[config.mk]
export PLATFORM = sky130hd
export DESIGN_NAME = mac_seq_flat
export DESIGN_NICKNAME = d
export VERILOG_FILES = /design/src/rtl/mac_pkg.sv /design/src/rtl/mac_seq_if.sv /design/src/rtl/mac_mul_core.sv /design/src/rtl/mac_seq.sv /design/src/flat_wrapper.sv
export SDC_FILE = /design/constraint.sdc
export NUM_CORES = 1
export LEC_CHECK = 0
export CAP_MARGIN = 30
export CORE_ASPECT_RATIO = 1.25
export CORE_UTILIZATION = 50
export DETAILED_ROUTE_END_ITERATION = 7
export PLACE_DENSITY = 0.73
export SLEW_MARGIN = 20
export SYNTH_ARGS = -nofsm -noshare
export SYNTH_HDL_FRONTEND = slang
export SYNTH_SLANG_ARGS = --single-unit
[constraint.sdc]
create_clock -name clk -period 4.15 [get_ports clk]
set_input_delay 0.6225 -clock clk [delete_from_list [all_inputs] [get_ports clk]]
set_output_delay 0.6225 -clock clk [all_outputs]
set_load 0.005 [all_outputs]
[src/rtl/mac_pkg.sv]
// mac_pkg: shared types and sizing helpers for the sequential MAC.
//   state_e   : handshake FSM states (IDLE -> RUN -> ACC -> IDLE)
//   cnt_width : width of the multiplier iteration counter for a given operand width
package mac_pkg;

  typedef enum logic [1:0] {
    S_IDLE = 2'd0,
    S_RUN  = 2'd1,
    S_ACC  = 2'd2
  } state_e;

  // Counter must hold 0..W.
  function automatic int unsigned cnt_width(input int unsigned w);
    return $clog2(w + 1);
  endfunction

endpackage

[src/rtl/mac_seq_if.sv]
// mac_seq_if: request/result bundle between a datapath sequencer and mac_seq.
//   master (sequencer): drives start, opa, opb, signed_mode, acc_clr; reads busy, done, out, ovf
//   slave  (mac_seq)  : the mirror image
interface mac_seq_if #(
  parameter int unsigned W     = 8,
  parameter int unsigned ACC_W = 2 * W + 4
) ();

  logic             start;
  logic [W-1:0]     opa;
  logic [W-1:0]     opb;
  logic             signed_mode;
  logic             acc_clr;
  logic             busy;
  logic             done;
  logic [ACC_W-1:0] out;
  logic             ovf;

  modport master (
    output start, opa, opb, signed_mode, acc_clr,
    input  busy, done, out, ovf
  );

  modport slave (
    input  start, opa, opb, signed_mode, acc_clr,
    output busy, done, out, ovf
  );

endinterface

[src/rtl/mac_mul_core.sv]
// mac_mul_core: unsigned shift-add multiplier, one multiplier bit per clock, LSB first.
//   clk, clr   : clock, async active-high reset
//   load       : capture mcand_in/mplier_in, clear product and counter
//   step       : process one multiplier bit
//   mcand_in   : W-bit multiplicand magnitude
//   mplier_in  : W-bit multiplier magnitude
//   prod       : 2W-bit registered partial/final product
//   last_c     : current step is the final (W-th) iteration
module mac_mul_core
  import mac_pkg::*;
#(
  parameter int unsigned W = 8
) (
  input  logic           clk,
  input  logic           clr,
  input  logic           load,
  input  logic           step,
  input  logic [W-1:0]   mcand_in,
  input  logic [W-1:0]   mplier_in,
  output logic [2*W-1:0] prod,
  output logic           last_c
);

  localparam int unsigned CNT_W = cnt_width(W);

  logic [2*W-1:0] mcand_q, mcand_d;
  logic [W-1:0]   mplier_q, mplier_d;
  logic [2*W-1:0] prod_q, prod_d;
  logic [CNT_W-1:0] cnt_q, cnt_d;

  // Multiplicand is pre-shifted each step so the add is always mcand << i.
  always_comb begin
    mcand_d  = mcand_q;
    mplier_d = mplier_q;
    prod_d   = prod_q;
    cnt_d    = cnt_q;
    if (load) begin
      mcand_d  = (2*W)'(mcand_in);
      mplier_d = mplier_in;
      prod_d   = '0;
      cnt_d    = '0;
    end else if (step) begin
      if (mplier_q[0]) prod_d = prod_q + mcand_q;
      mcand_d  = mcand_q << 1;
      mplier_d = mplier_q >> 1;
      cnt_d    = cnt_q + CNT_W'(1);
    end
  end

  always_ff @(posedge clk or posedge clr) begin
    if (clr) begin
      mcand_q  <= '0;
      mplier_q <= '0;
      prod_q   <= '0;
      cnt_q    <= '0;
    end else begin
      mcand_q  <= mcand_d;
      mplier_q <= mplier_d;
      prod_q   <= prod_d;
      cnt_q    <= cnt_d;
    end
  end

  assign prod   = prod_q;
  assign last_c = (cnt_q == CNT_W'(W - 1));

endmodule

[src/rtl/mac_seq.sv]
// mac_seq: sequential multiply-accumulate with per-op signed mode, saturation and sticky overflow.
//   clk, clr : clock, async active-high reset
//   bus      : slave side of mac_seq_if (start/opa/opb/signed_mode/acc_clr in; busy/done/out/ovf out)
//   W        : operand width; ACC_W: accumulator width; SAT: 1 clamp on overflow, 0 wrap
module mac_seq
  import mac_pkg::*;
#(
  parameter int unsigned W     = 8,
  parameter int unsigned ACC_W = 2 * W + 4,
  parameter bit          SAT   = 1'b1
) (
  input  logic       clk,
  input  logic       clr,
  mac_seq_if.slave   bus
);

  state_e           state_q, state_d;
  logic             sign_q, sign_d;
  logic             mode_q, mode_d;
  logic             busy_q, busy_d;
  logic             done_q, done_d;
  logic [ACC_W-1:0] out_q, out_d;
  logic             ovf_q, ovf_d;

  logic [W-1:0]     mag_a_c, mag_b_c;
  logic [2*W-1:0]   prod_c;
  logic             last_c;
  logic             load_c;

  logic [ACC_W-1:0] addend_c, base_c, sat_c, res_c;
  logic [ACC_W:0]   sum_c;
  logic             ovf_c;

  // Operand magnitudes; -2^(W-1) maps to 2^(W-1), which still fits in W unsigned bits.
  always_comb begin
    mag_a_c = (bus.signed_mode && bus.opa[W-1]) ? (~bus.opa + W'(1)) : bus.opa;
    mag_b_c = (bus.signed_mode && bus.opb[W-1]) ? (~bus.opb + W'(1)) : bus.opb;
  end

  assign load_c = (state_q == S_IDLE) && bus.start;

  mac_mul_core #(.W(W)) u_core (
    .clk       (clk),
    .clr       (clr),
    .load      (load_c),
    .step      (state_q == S_RUN),
    .mcand_in  (mag_a_c),
    .mplier_in (mag_b_c),
    .prod      (prod_c),
    .last_c    (last_c)
  );

  // Accumulate with overflow detection and optional clamp; acc_clr turns it into a load.
  always_comb begin
    addend_c = sign_q ? (ACC_W'(0) - ACC_W'(prod_c)) : ACC_W'(prod_c);
    base_c   = bus.acc_clr ? '0 : out_q;
    sum_c    = {1'b0, base_c} + {1'b0, addend_c};
    if (mode_q)
      ovf_c = (base_c[ACC_W-1] == addend_c[ACC_W-1]) && (sum_c[ACC_W-1] != base_c[ACC_W-1]);
    else
      ovf_c = sum_c[ACC_W];
    if (!mode_q)              sat_c = '1;
    else if (addend_c[ACC_W-1]) sat_c = {1'b1, {(ACC_W-1){1'b0}}};
    else                      sat_c = {1'b0, {(ACC_W-1){1'b1}}};
    res_c = (ovf_c && SAT) ? sat_c : sum_c[ACC_W-1:0];
  end

  // Handshake FSM and result registers.
  always_comb begin
    state_d = state_q;
    sign_d  = sign_q;
    mode_d  = mode_q;
    busy_d  = busy_q;
    done_d  = 1'b0;
    out_d   = out_q;
    ovf_d   = ovf_q;

    if (bus.acc_clr) begin
      out_d = '0;
      ovf_d = 1'b0;
    end

    unique case (state_q)
      S_IDLE: begin
        if (bus.start) begin
          state_d = S_RUN;
          busy_d  = 1'b1;
          mode_d  = bus.signed_mode;
          sign_d  = bus.signed_mode & (bus.opa[W-1] ^ bus.opb[W-1]);
        end
      end
      S_RUN: begin
        if (last_c) state_d = S_ACC;
      end
      S_ACC: begin
        out_d   = res_c;
        ovf_d   = bus.acc_clr ? ovf_c : (ovf_q | ovf_c);
        done_d  = 1'b1;
        busy_d  = 1'b0;
        state_d = S_IDLE;
      end
      default: state_d = S_IDLE;
    endcase
  end

  always_ff @(posedge clk or posedge clr) begin
    if (clr) begin
      state_q <= S_IDLE;
      sign_q  <= 1'b0;
      mode_q  <= 1'b0;
      busy_q  <= 1'b0;
      done_q  <= 1'b0;
      out_q   <= '0;
      ovf_q   <= 1'b0;
    end else begin
      state_q <= state_d;
      sign_q  <= sign_d;
      mode_q  <= mode_d;
      busy_q  <= busy_d;
      done_q  <= done_d;
      out_q   <= out_d;
      ovf_q   <= ovf_d;
    end
  end

  assign bus.busy = busy_q;
  assign bus.done = done_q;
  assign bus.out  = out_q;
  assign bus.ovf  = ovf_q;

endmodule

[src/flat_wrapper.sv]
// flat-port wrapper written by rule: the top's interface ports become plain ports
module mac_seq_flat import mac_pkg::*;
#(
  parameter int unsigned W     = 8,
  parameter int unsigned ACC_W = 2 * W + 4,
  parameter bit          SAT   = 1'b1
)
  (clk, clr, bus_start, bus_opa, bus_opb, bus_signed_mode, bus_acc_clr, bus_busy, bus_done, bus_out, bus_ovf);
  mac_seq_if #(.W(W), .ACC_W(ACC_W)) bus_i ();
  input  logic clk;
  input  logic clr;
  input wire logic [$bits(bus_i.start)-1:0] bus_start;
  input wire logic [$bits(bus_i.opa)-1:0] bus_opa;
  input wire logic [$bits(bus_i.opb)-1:0] bus_opb;
  input wire logic [$bits(bus_i.signed_mode)-1:0] bus_signed_mode;
  input wire logic [$bits(bus_i.acc_clr)-1:0] bus_acc_clr;
  output wire logic [$bits(bus_i.busy)-1:0] bus_busy;
  output wire logic [$bits(bus_i.done)-1:0] bus_done;
  output wire logic [$bits(bus_i.out)-1:0] bus_out;
  output wire logic [$bits(bus_i.ovf)-1:0] bus_ovf;
  assign bus_i.start = bus_start;
  assign bus_i.opa = bus_opa;
  assign bus_i.opb = bus_opb;
  assign bus_i.signed_mode = bus_signed_mode;
  assign bus_i.acc_clr = bus_acc_clr;
  assign bus_busy = bus_i.busy;
  assign bus_done = bus_i.done;
  assign bus_out = bus_i.out;
  assign bus_ovf = bus_i.ovf;
  mac_seq #(.W(W), .ACC_W(ACC_W), .SAT(SAT)) u_core (.clk(clk), .clr(clr), .bus(bus_i));
endmodule
==> flow_summary.json, run 1 <==
{
  "grt_max_degree": 37,
  "route.detailed.drc": 0,
  "crit_type": "reg -> reg",
  "min_period_ps": 3980,
  "drv_cap": 0,
  "regArea_um2": 1780,
  "async_flop_share_pct": 100,
  "synth_xor_area_share_pct": 8.03,
  "fin_worst_skew_ps": 5.69,
  "worstPathArrival_ps": 4200,
  "reg2reg_to": "u_core.bus.out[2]$_DFF_PP0_",
  "fin_crit_sh_pct": 96.0,
  "antenna_found_initial": 0,
  "num_io_pins": 44,
  "yosys_warnings": 0,
  "cp-start-kind": "register",
  "cts_buffer_depth": 2,
  "multi_input_area_um2": 3300,
  "fp.dieH_um": 116,
  "dp.cells": 775,
  "portBuffers": 43,
  "ys_seq_elements": 71,
  "synth_area_leader_cell": "dfrtp_1",
  "synth-compound-area-share_pct": 23.6,
  "synth_ff_type": "dfrtp_1",
  "r2r_setup_slack_ps": 170,
  "relSlewSlack_pct": 42.0,
  "avgSynthCellArea_um2": 8.78,
  "synth_top_family_by_area": "compound AO/OA/AOI/OAI gates",
  "ys_types": 63,
  "hpwl_um": 8750,
  "p_leak_nw": 3.00,
  "tritoncts": "yes",
  "antenna_cells": 0,
  "finalPower_mw": 4.37,
  "hold_class": "reg -> reg",
  "worstReg2RegStart": "u_core.u_core.prod[6]$_DFFE_PP0P_",
  "setup_ws_ps": 166,
  "start_util_pct": 51.5,
  "cts_max_level": 3,
  "clock-root-buffer": "clkbuf_16",
  "seq_area_frac_synth_pct": 33.9,
  "synthMuxAreaShare_pct": 0.574,
  "cp-end-kind": "register",
  "fp-row-count": 41,
  "finalMaxSlewViolations": 0,
  "gp_congestion": 0.886,
  "fin_tns_setup_ps": 0,
  "syn_to_final_growth_pct": 22.0,
  "synth_area_leaders": "dfrtp_1 34%, ha_1 9.3%, nand2_1 6.5%",
  "drive_gt1_share_pct": 11.3,
  "drtAntennaViolNets": 0,
  "final_core_util_pct": 62.9,
  "synth_fa_ha_area_share_pct": 10.1,
  "place_ws_ps": -62.3,
  "final_hold_viol_count": 0,
  "post_synth_instance_area_um2": 5230,
  "p_per_area_nw_per_um2": 685,
  "insertion_delay_ps": 340,
  "cts_made_buffers": 9,
  "post_drt_wl_per_cell_um": 14.6,
  "status": "finished, final reports clean",
  "clkTransAtPathRegs_ps": 60,
  "grt_use_total_pct": 23.1,
  "fin_cells": 795,
  "coreArea_um2": 10200,
  "reg2regPathDepth": 15,
  "die_area_um2": 10900,
  "grt_pass1_wl_um": 19800,
  "synth_top_area_share_pct": 33.9,
  "grt-ovfl-total": 0,
  "drt-initial-drc-count": 181,
  "setup_violations": 0,
  "dieWidth_um": 93.5,
  "crit_end": "u_core.bus.out[2]$_DFF_PP0_",
  "wl_um": 11600,
  "synthSimpleGateAreaFrac_pct": 19.6,
  "ir_worst_vdd_mv": 0.266,
  "nNetsFinal": 723,
  "ctsHoldBuffers": 0,
  "vias": 4621,
  "synth_cells": 596,
  "worstPathRequired_ps": 4370,
  "synthesis.nets": 658,
  "grt_pass1_vias": 4403,
  "tightest_slew_ps": 866,
  "worstSetupStartpoint": "u_core.u_core.prod[6]$_DFFE_PP0P_",
  "fmax_mhz": 251,
  "synth-edff-count": 0,
  "vias_per_cell": 5.81,
  "cts_sinks": 71,
  "worstPathMaxFanout": 19,
  "nFillCells": 837,
  "firstDrtPassIters": 4
}
==> placed cells by master (no fill, tap or decap), types with 25 or more instances in the layout <==
master,instances
clkdlybuf4s50_1,43
a21oi_1,25
nor2_1,40
dfrtp_1,71
xnor2_1,26
ha_1,38
o21ai_0,35
nand2_1,90
buf_4,30
==> area by class of cell <==
class                      count  area share, %
multi-input combinational    479           51.7
sequential                    71           27.8
timing repair buffer          77           11.2
clock buffer                  12           4.17
tap                          129           2.53
inverter                      23           1.35
clock inverter                 4           1.20
==> registers in the layout, indices dropped and copies added (netlist names), 2 cells and up <==
signal,cells
u_core.bus.out,20
u_core.state_q,2
u_core.u_core.cnt_q,4
u_core.u_core.mcand_q,16
u_core.u_core.mplier_q,8
u_core.u_core.prod,16
==> through the flow <==
step                hold slack (ps)  instance area [um^2]
floorplan                       448                  5230
global placement                471                  5940
detailed placement              478                  5940
CTS                             486                  6300
global route                    526                  6380
finish                          485                  6380
==> layer usage <==
metal  track usage [%]  vias to the layer above  part of all wire [%]
li1                  -                     2301                     -
met1              26.3                     2204                    43
met2              42.0                       97                    51
met3              5.14                       19                   3.3
met4              9.03                        0                   2.3
met5                 0                        -                     0
==> synth_stat cells (3+ instances only) <==
cell type and count:
dfrtp_1 71, o21bai_1 5, o31ai_1 8, nand2b_1 7, xnor2_1 26, nand3_1 17, buf_1 4, clkbuf_1 12
a31oi_1 18, o21a_1 3, ha_1 39, nand4_1 3, nor2b_1 22, mux2i_1 3, o41ai_1 4, xor2_1 22
o21ai_0 36, or4_1 5, and3_1 6, inv_1 23, a221o_1 19, a21o_1 15, nor3_1 6, nor2_1 40
nand2_1 90, a211oi_1 6, and2_1 4, o211ai_1 3, or3_1 5, nand3b_1 3, a21oi_1 27
==> power by group <==
group	total (mW)	internal, mW	switching (mW)
registers	1.15	0.924	0.224
logic	2.35	1.03	1.32
clock network	0.875	0.576	0.299
==> worst min path at each step <==
stage                     slack (ps)  cells past startpoint                                from                             to
after floorplan                  450                      1  u_core.u_core.cnt_q[3]$_DFFE_PP0P_  u_core.state_q[1]$_DFFE_PP0P_
after global placement           470                      1  u_core.u_core.cnt_q[3]$_DFFE_PP0P_  u_core.state_q[1]$_DFFE_PP0P_
after detailed placement         480                      1  u_core.u_core.cnt_q[3]$_DFFE_PP0P_  u_core.state_q[1]$_DFFE_PP0P_
after CTS                        490                      1  u_core.u_core.cnt_q[3]$_DFFE_PP0P_  u_core.state_q[1]$_DFFE_PP0P_
after global routing             530                      1  u_core.u_core.cnt_q[3]$_DFFE_PP0P_  u_core.state_q[1]$_DFFE_PP0P_
final                            490                      1  u_core.u_core.cnt_q[3]$_DFFE_PP0P_  u_core.state_q[1]$_DFFE_PP0P_
==> what timing repair did <==
action	4_1_cts	5_1_grt
setup endpoints to repair	19	20
pin swaps	1	1
resized for setup	3	14
buffers inserted	0	2
==> cells by family after synthesis <==
logic type	after synthesis
and+or+nand+nor	217
AOI/OAI and AO/OA	170
DFF	71
xor gates and xnor gates	48
buffers and inverters	46
adders and majority gates	41
muxes	3
==> critical path, cell delays in order, from the launching register on <==
cell     delay [ps]
dfrtp_1         370
or4_4           550
or4_4           440
buf_4           160
o21a_2          250
ha_1            320
a21o_1          210
a21o_1          190
a21oi_2         150
o21ai_2          80
a41oi_4         220
mux2i_4         110
buf_4           140
and3_1          200
buf_12          150
a221o_1         300
Note: power is estimated with default switching activity, not from simulation.
==> inputs of run 2 (changes only) <==
--- a/config.mk
+++ b/config.mk
@@ -7,9 +7,9 @@
 export LEC_CHECK = 0
 export CAP_MARGIN = 30
 export CORE_ASPECT_RATIO = 1.25
-export CORE_UTILIZATION = 50
+export CORE_UTILIZATION = 45
 export DETAILED_ROUTE_END_ITERATION = 7
-export PLACE_DENSITY = 0.73
+export PLACE_DENSITY = 0.67
 export SLEW_MARGIN = 20
 export SYNTH_ARGS = -nofsm -noshare
 export SYNTH_HDL_FRONTEND = slang
==> run 2 against run 1 <==
  * Sequential share of layout area shrank 0.33 points
  * Global-route usage shrank 2.0 points
  * Critical path type unchanged
  * Clock skew grew 5.4 ps
  * Critical path depth shrank 1
  * Largest cell class unchanged
  * Count of clock-buffer cells in the layout shrank 1
  * Sequential power is essentially flat
  * Combinational power grew 4%
  * Cell count grew 1.1%
  * Non-clock buffer count grew 3
==> flow_summary.json, run 2 (synthesis results as in run 1) <==
{
  "cp-end-kind": "register",
  "largest_reg_flops": 20,
  "r2r_setup_slack_ps": 120,
  "drt-initial-drc-count": 149,
  "tightest_slew_ps": 804,
  "start_util_pct": 46.8,
  "p_leak_nw": 3.02,
  "fin_worst_skew_ps": 11.1,
  "grt_pass1_vias": 4519,
  "status": "finished, final reports clean",
  "final_hold_viol_count": 0,
  "nFillCells": 992,
  "dp.cells": 782,
  "clock-root-buffer": "clkbuf_16",
  "grt_max_degree": 36,
  "drtAntennaViolNets": 0,
  "grt-ovfl-total": 0,
  "setup_ws_ps": 122,
  "finalMaxSlewViolations": 0,
  "worstPathArrival_ps": 4250,
  "fp.dieH_um": 123,
  "antenna_cells": 0,
  "p_per_area_nw_per_um2": 679,
  "wl_um": 12200,
  "relSlewSlack_pct": 46.2,
  "hold_class": "reg -> reg",
  "drv_cap": 0,
  "grt_use_total_pct": 21.1,
  "fmax_mhz": 248,
  "grt_pass1_wl_um": 20400,
  "cp-start-kind": "register",
  "crit_type": "reg -> reg",
  "dieWidth_um": 98.5,
  "syn_to_final_growth_pct": 23.5,
  "fin_crit_sh_pct": 97.1,
  "drive_gt1_share_pct": 12.3,
  "clkTransAtPathRegs_ps": 60,
  "cpMaxStageDelayCell": "or4_4",
  "cts_sinks": 71,
  "final_cell_mix": "90 x nand2_1, 71 x dfrtp_1, 43 x clkdlybuf4s50_1, 40 x nor2_1, 37 x ha_1",
  "slowest_delay_ps": 550,
  "hpwl_um": 8950,
  "num_io_pins": 44,
  "portBuffers": 43,
  "cts_max_level": 3,
  "nNetsFinal": 726,
  "route.detailed.drc": 0,
  "ir_worst_vdd_mv": 0.361,
  "die_area_um2": 12100,
  "cts_buffer_depth": 2,
  "min_period_ps": 4030,
  "antenna_found_initial": 0,
  "fp-row-count": 43,
  "crit_chain": "or4_4 > or4_4 > buf_4 > o21a_2 > ha_1 > and3_2 > nand2_1 > o21ai_2 > a41oi_4 > mux2i_4 > buf_4 > and3_2 > clkbuf_16 > a221o_1",
  "vias_per_cell": 5.69,
  "coreArea_um2": 11200,
  "worstPathRequired_ps": 4370,
  "final_common_cell": "nand2_1",
  "fin_cells": 804,
  "setup_violations": 0,
  "vias": 4578,
  "firstDrtPassIters": 6,
  "final_core_util_pct": 57.7,
  "tritoncts": "yes",
  "cts_made_buffers": 9,
  "fin_tns_setup_ps": 0,
  "gp_congestion": 0.876,
  "post_drt_wl_per_cell_um": 15.2,
  "worstPathMaxFanout": 9,
  "insertion_delay_ps": 350,
  "place_ws_ps": -105
}
run 2: cell count changes in the layout (fill, tap and decap cells not counted), moves of 2 or more:
cell,previous run,this run
clkinv_2,0,2
and3_2,0,2
and3_1,6,4
buf_12,2,4
run 2: worst paths after layout:
| path | end | startpoint | cells past startpoint |
|---|---|---|---|
| max in group asynchronous | u_core.bus.out[4]$_DFF_PP0_ | clr | 3 |
| hold reg to reg | u_core.state_q[1]$_DFFE_PP0P_ | u_core.u_core.cnt_q[3]$_DFFE_PP0P_ | 1 |
| min in group asynchronous | u_core.u_core.cnt_q[3]$_DFFE_PP0P_ | clr | 2 |
| hold / removal | u_core.state_q[1]$_DFFE_PP0P_ | u_core.u_core.cnt_q[3]$_DFFE_PP0P_ | 1 |
| setup / recovery | u_core.bus.out[7]$_DFF_PP0_ | u_core.u_core.prod[6]$_DFFE_PP0P_ | 14 |
| setup reg to reg | u_core.bus.out[7]$_DFF_PP0_ | u_core.u_core.prod[6]$_DFFE_PP0P_ | 14 |
run 2: metal layers:
layer / part of all wire (%) / wire length, um / GRT usage [%] / up-vias
li1: - / - / - / 2309
met1: 42 / 5150 / 23.2 / 2150
met2: 52 / 6330 / 39.4 / 96
met3: 3.0 / 369 / 3.30 / 23
met4: 2.8 / 340 / 10.6 / 0
met5: 0 / 0 / 0 / -
run 2: cell type report:
| type | count | area (um^2) | area share, % |
|---|---|---|---|
| multi-input cells | 479 | 3330 | 51.6 |
| flip-flops and latches | 71 | 1780 | 27.5 |
| repair buffers | 80 | 787 | 12.2 |
| clock buffers | 11 | 253 | 3.91 |
| well taps | 135 | 169 | 2.61 |
| inverters | 23 | 86.3 | 1.34 |
| clock inverters | 5 | 56.3 | 0.871 |
run 2: where the power goes:
part / switching [mW] / internal [mW] / total [mW] / leakage (nW)
logic: 1.36 / 1.08 / 2.44 / 1.94
clock network: 0.302 / 0.496 / 0.798 / 0.152
registers: 0.225 / 0.924 / 1.15 / 0.923
run 2: critical path: cells and delay by family, from the launching register on:
| kind | cells | cell delay (ps) |
|---|---|---|
| AOI/OAI and AO/OA | 4 | 810 |
| adders and majority gates | 1 | 400 |
| buffers and inverters | 3 | 470 |
| DFF | 1 | 370 |
| muxes | 1 | 230 |
| and+or+nand+nor | 5 | 1610 |
run 2: metrics by stage:
stage / cell area [um^2] / power, mW / hold WS (ps)
4_1_cts: 6310 / 4.29 / 491
2_1_floorplan: 5230 / 2.88 / 448
3_5_place_dp: 5990 / 3.47 / 479
5_1_grt: 6460 / 4.76 / 516
6_report: 6460 / 4.39 / 499
3_3_place_gp: 5980 / 3.37 / 466
run 2: what timing repair did:
item / in CTS / in global routing
setup buffers: 0 / 2
resized for setup: 3 / 20
cloned: 0 / 1
setup endpoints to repair: 19 / 20
pin swaps: 0 / 4
hold buffers: 0 / 0
==> inputs of run 3 (changes only) <==
--- a/config.mk
+++ b/config.mk
@@ -9,7 +9,7 @@
 export CORE_ASPECT_RATIO = 1.25
 export CORE_UTILIZATION = 45
 export DETAILED_ROUTE_END_ITERATION = 7
-export PLACE_DENSITY = 0.67
+export HOLD_SLACK_MARGIN = 0.1
 export SLEW_MARGIN = 20
 export SYNTH_ARGS = -nofsm -noshare
 export SYNTH_HDL_FRONTEND = slang
==> constraint.sdc (replaced) <==
create_clock -name clk -period 3.9 [get_ports clk]
set_input_delay 0.585 -clock clk [delete_from_list [all_inputs] [get_ports clk]]
set_output_delay 0.585 -clock clk [all_outputs]
set_load 0.005 [all_outputs]
==> run 3 against run 2 <==
  * The flow now finishes with violations (design-rule violations, negative setup slack)
  * Maximum frequency grew 2.7%
  * First-iteration DRC count shrank 7.4%
  * Clock skew shrank 3.7 ps
  * Critical endpoint is now u_core.bus.out[8]$_DFF_PP0_
==> flow_summary.json, run 3 (synthesis results as in run 1) <==
{
  "firstDrtPassIters": 8,
  "worstReg2RegStart": "u_core.u_core.prod[6]$_DFFE_PP0P_",
  "drv_cap": 0,
  "vias": 4579,
  "final_common_cell": "nand2_1",
  "fp-row-count": 43,
  "worstSetupStartpoint": "u_core.u_core.prod[6]$_DFFE_PP0P_",
  "cp-end-kind": "register",
  "tightest_slew_ps": 924,
  "final_cell_mix": "90 x nand2_1, 71 x dfrtp_1, 47 x buf_4, 43 x clkdlybuf4s50_1, 40 x nor2_1",
  "vias_per_cell": 5.58,
  "clock-root-buffer": "clkbuf_16",
  "hold_slack_ps": 483,
  "cp-start-kind": "register",
  "final_area_um2": 6590,
  "crit_type": "reg -> reg",
  "worstPathRequired_ps": 4110,
  "cts_sinks": 71,
  "fin_worst_skew_ps": 7.45,
  "fmax_mhz": 255,
  "p_per_area_nw_per_um2": 738,
  "setup_violations": 19,
  "wl_um": 12000,
  "drive_gt1_share_pct": 13.3,
  "post_drt_wl_per_cell_um": 14.6,
  "status": "complete, but fails checks",
  "fin_crit_sh_pct": 101,
  "finalMaxSlewViolations": 0,
  "grt_pass1_vias": 4472,
  "die_area_um2": 12100,
  "min_period_ps": 3920,
  "worstPathArrival_ps": 4130,
  "r2r_setup_slack_ps": -20,
  "grt_max_degree": 40,
  "reg2regPathDepth": 15,
  "antenna_cells": 0,
  "place_ws_ps": -142,
  "syn_to_final_growth_pct": 26.0,
  "tritoncts": "yes",
  "final_hold_viol_count": 0,
  "portBuffers": 43,
  "insertion_delay_ps": 330,
  "reg2reg_to": "u_core.bus.out[8]$_DFF_PP0_",
  "gp_congestion": 0.845,
  "cts_buffer_depth": 2,
  "hpwl_um": 8990,
  "ctsHoldBuffers": 0,
  "coreArea_um2": 11200,
  "largest_reg_flops": 20,
  "violations": "design-rule violations, negative setup slack",
  "dpl_cell_area_um2": 6140,
  "grt_pass1_wl_um": 20400,
  "dieWidth_um": 98.5,
  "cts_max_level": 3,
  "hold_class": "reg -> reg",
  "relSlewSlack_pct": 38.2,
  "setup_ws_ps": -23.0,
  "grt-ovfl-total": 0,
  "crit_end": "u_core.bus.out[8]$_DFF_PP0_",
  "ir_worst_vdd_mv": 0.262,
  "p_leak_nw": 3.12,
  "antenna_found_initial": 0,
  "rsz0062_at_grt": "yes",
  "drt-initial-drc-count": 138,
  "nNetsFinal": 742,
  "num_io_pins": 44,
  "grt_use_total_pct": 21.1,
  "start_util_pct": 46.8,
  "drtAntennaViolNets": 0,
  "fp.dieH_um": 123,
  "finalPower_mw": 4.86,
  "worstPathMaxFanout": 19,
  "cts_made_buffers": 9,
  "clkTransAtPathRegs_ps": 60,
  "route.detailed.drc": 1
}
[run 3: cell types whose count changed in the layout (fill, tap and decap cells not counted), moves of 2 or more]
cell and delta:
and3_2 -2, buf_4 +17, bufinv_16 +2, clkinv_2 -2
ha_1 +2
[run 3: repair_timing]
| action | 4_1_cts | 5_1_grt |
|---|---|---|
| gates cloned | 1 | 0 |
| gates resized for setup | 10 | 1 |
| pin swaps | 1 | 1 |
| setup buffers | 1 | 0 |
| endpoints found under the setup margin | 19 | 19 |
[run 3: area by class of cell]
class	count	area [um^2]
fillers	1006	4600
multi-input cells	479	3300
well taps	135	169
flip-flops and latches	71	1780
inverters	23	86.3
clock inverters	4	98.8
repair buffers	96	893
clock buffers	12	267
[run 3: worst max-delay path, cell delays in order, from the launching register on]
cell and delay (ps):
dfrtp_1 370, or4_4 560, or4_4 530, o41ai_2 260, xnor2_1 110, ha_1 210, a21o_1 170, a21o_1 180
a21oi_1 180, o21ai_2 90, a41oi_4 210, mux2i_2 250, buf_4 150, a221oi_4 70, buf_12 200, a221o_1 260
[run 3: power by group]
group / leakage, nW / internal, mW / switching (mW)
Sequential: 0.923 / 0.984 / 0.207
Combinational: 2.02 / 1.21 / 1.47
Clock: 0.179 / 0.679 / 0.314
[run 3: how the worst min path moves through the flow]
stage / startpoint / cells past startpoint / endpoint
after floorplan: u_core.u_core.cnt_q[3]$_DFFE_PP0P_ / 1 / u_core.state_q[1]$_DFFE_PP0P_
after global placement: u_core.u_core.cnt_q[3]$_DFFE_PP0P_ / 1 / u_core.state_q[1]$_DFFE_PP0P_
after detailed placement: u_core.u_core.cnt_q[3]$_DFFE_PP0P_ / 1 / u_core.state_q[1]$_DFFE_PP0P_
after CTS: u_core.u_core.cnt_q[3]$_DFFE_PP0P_ / 1 / u_core.state_q[1]$_DFFE_PP0P_
after global routing: u_core.u_core.cnt_q[3]$_DFFE_PP0P_ / 1 / u_core.state_q[1]$_DFFE_PP0P_
final: u_core.u_core.cnt_q[3]$_DFFE_PP0P_ / 1 / u_core.state_q[1]$_DFFE_PP0P_
[run 3: metal layers]
| metal | vias to the layer above | GRT usage [%] | part of all wire, % |
|---|---|---|---|
| met5 | - | 0 | 0 |
| li1 | 2343 | - | - |
| met1 | 2174 | 24.6 | 46 |
| met3 | 6 | 2.85 | 2.3 |
| met4 | 0 | 6.25 | 0.75 |
| met2 | 56 | 40.1 | 51 |
[run 3: metrics by stage]
step / util, % / setup TNS, ps / instances
detailed placement: 54.8 / -2460 / 800
finish: 58.9 / -230 / 820
global placement: 54.8 / -1730 / 800
CTS: 58.6 / -96.7 / 818
floorplan: - / 0 / 596
global route: 58.9 / -3240 / 820
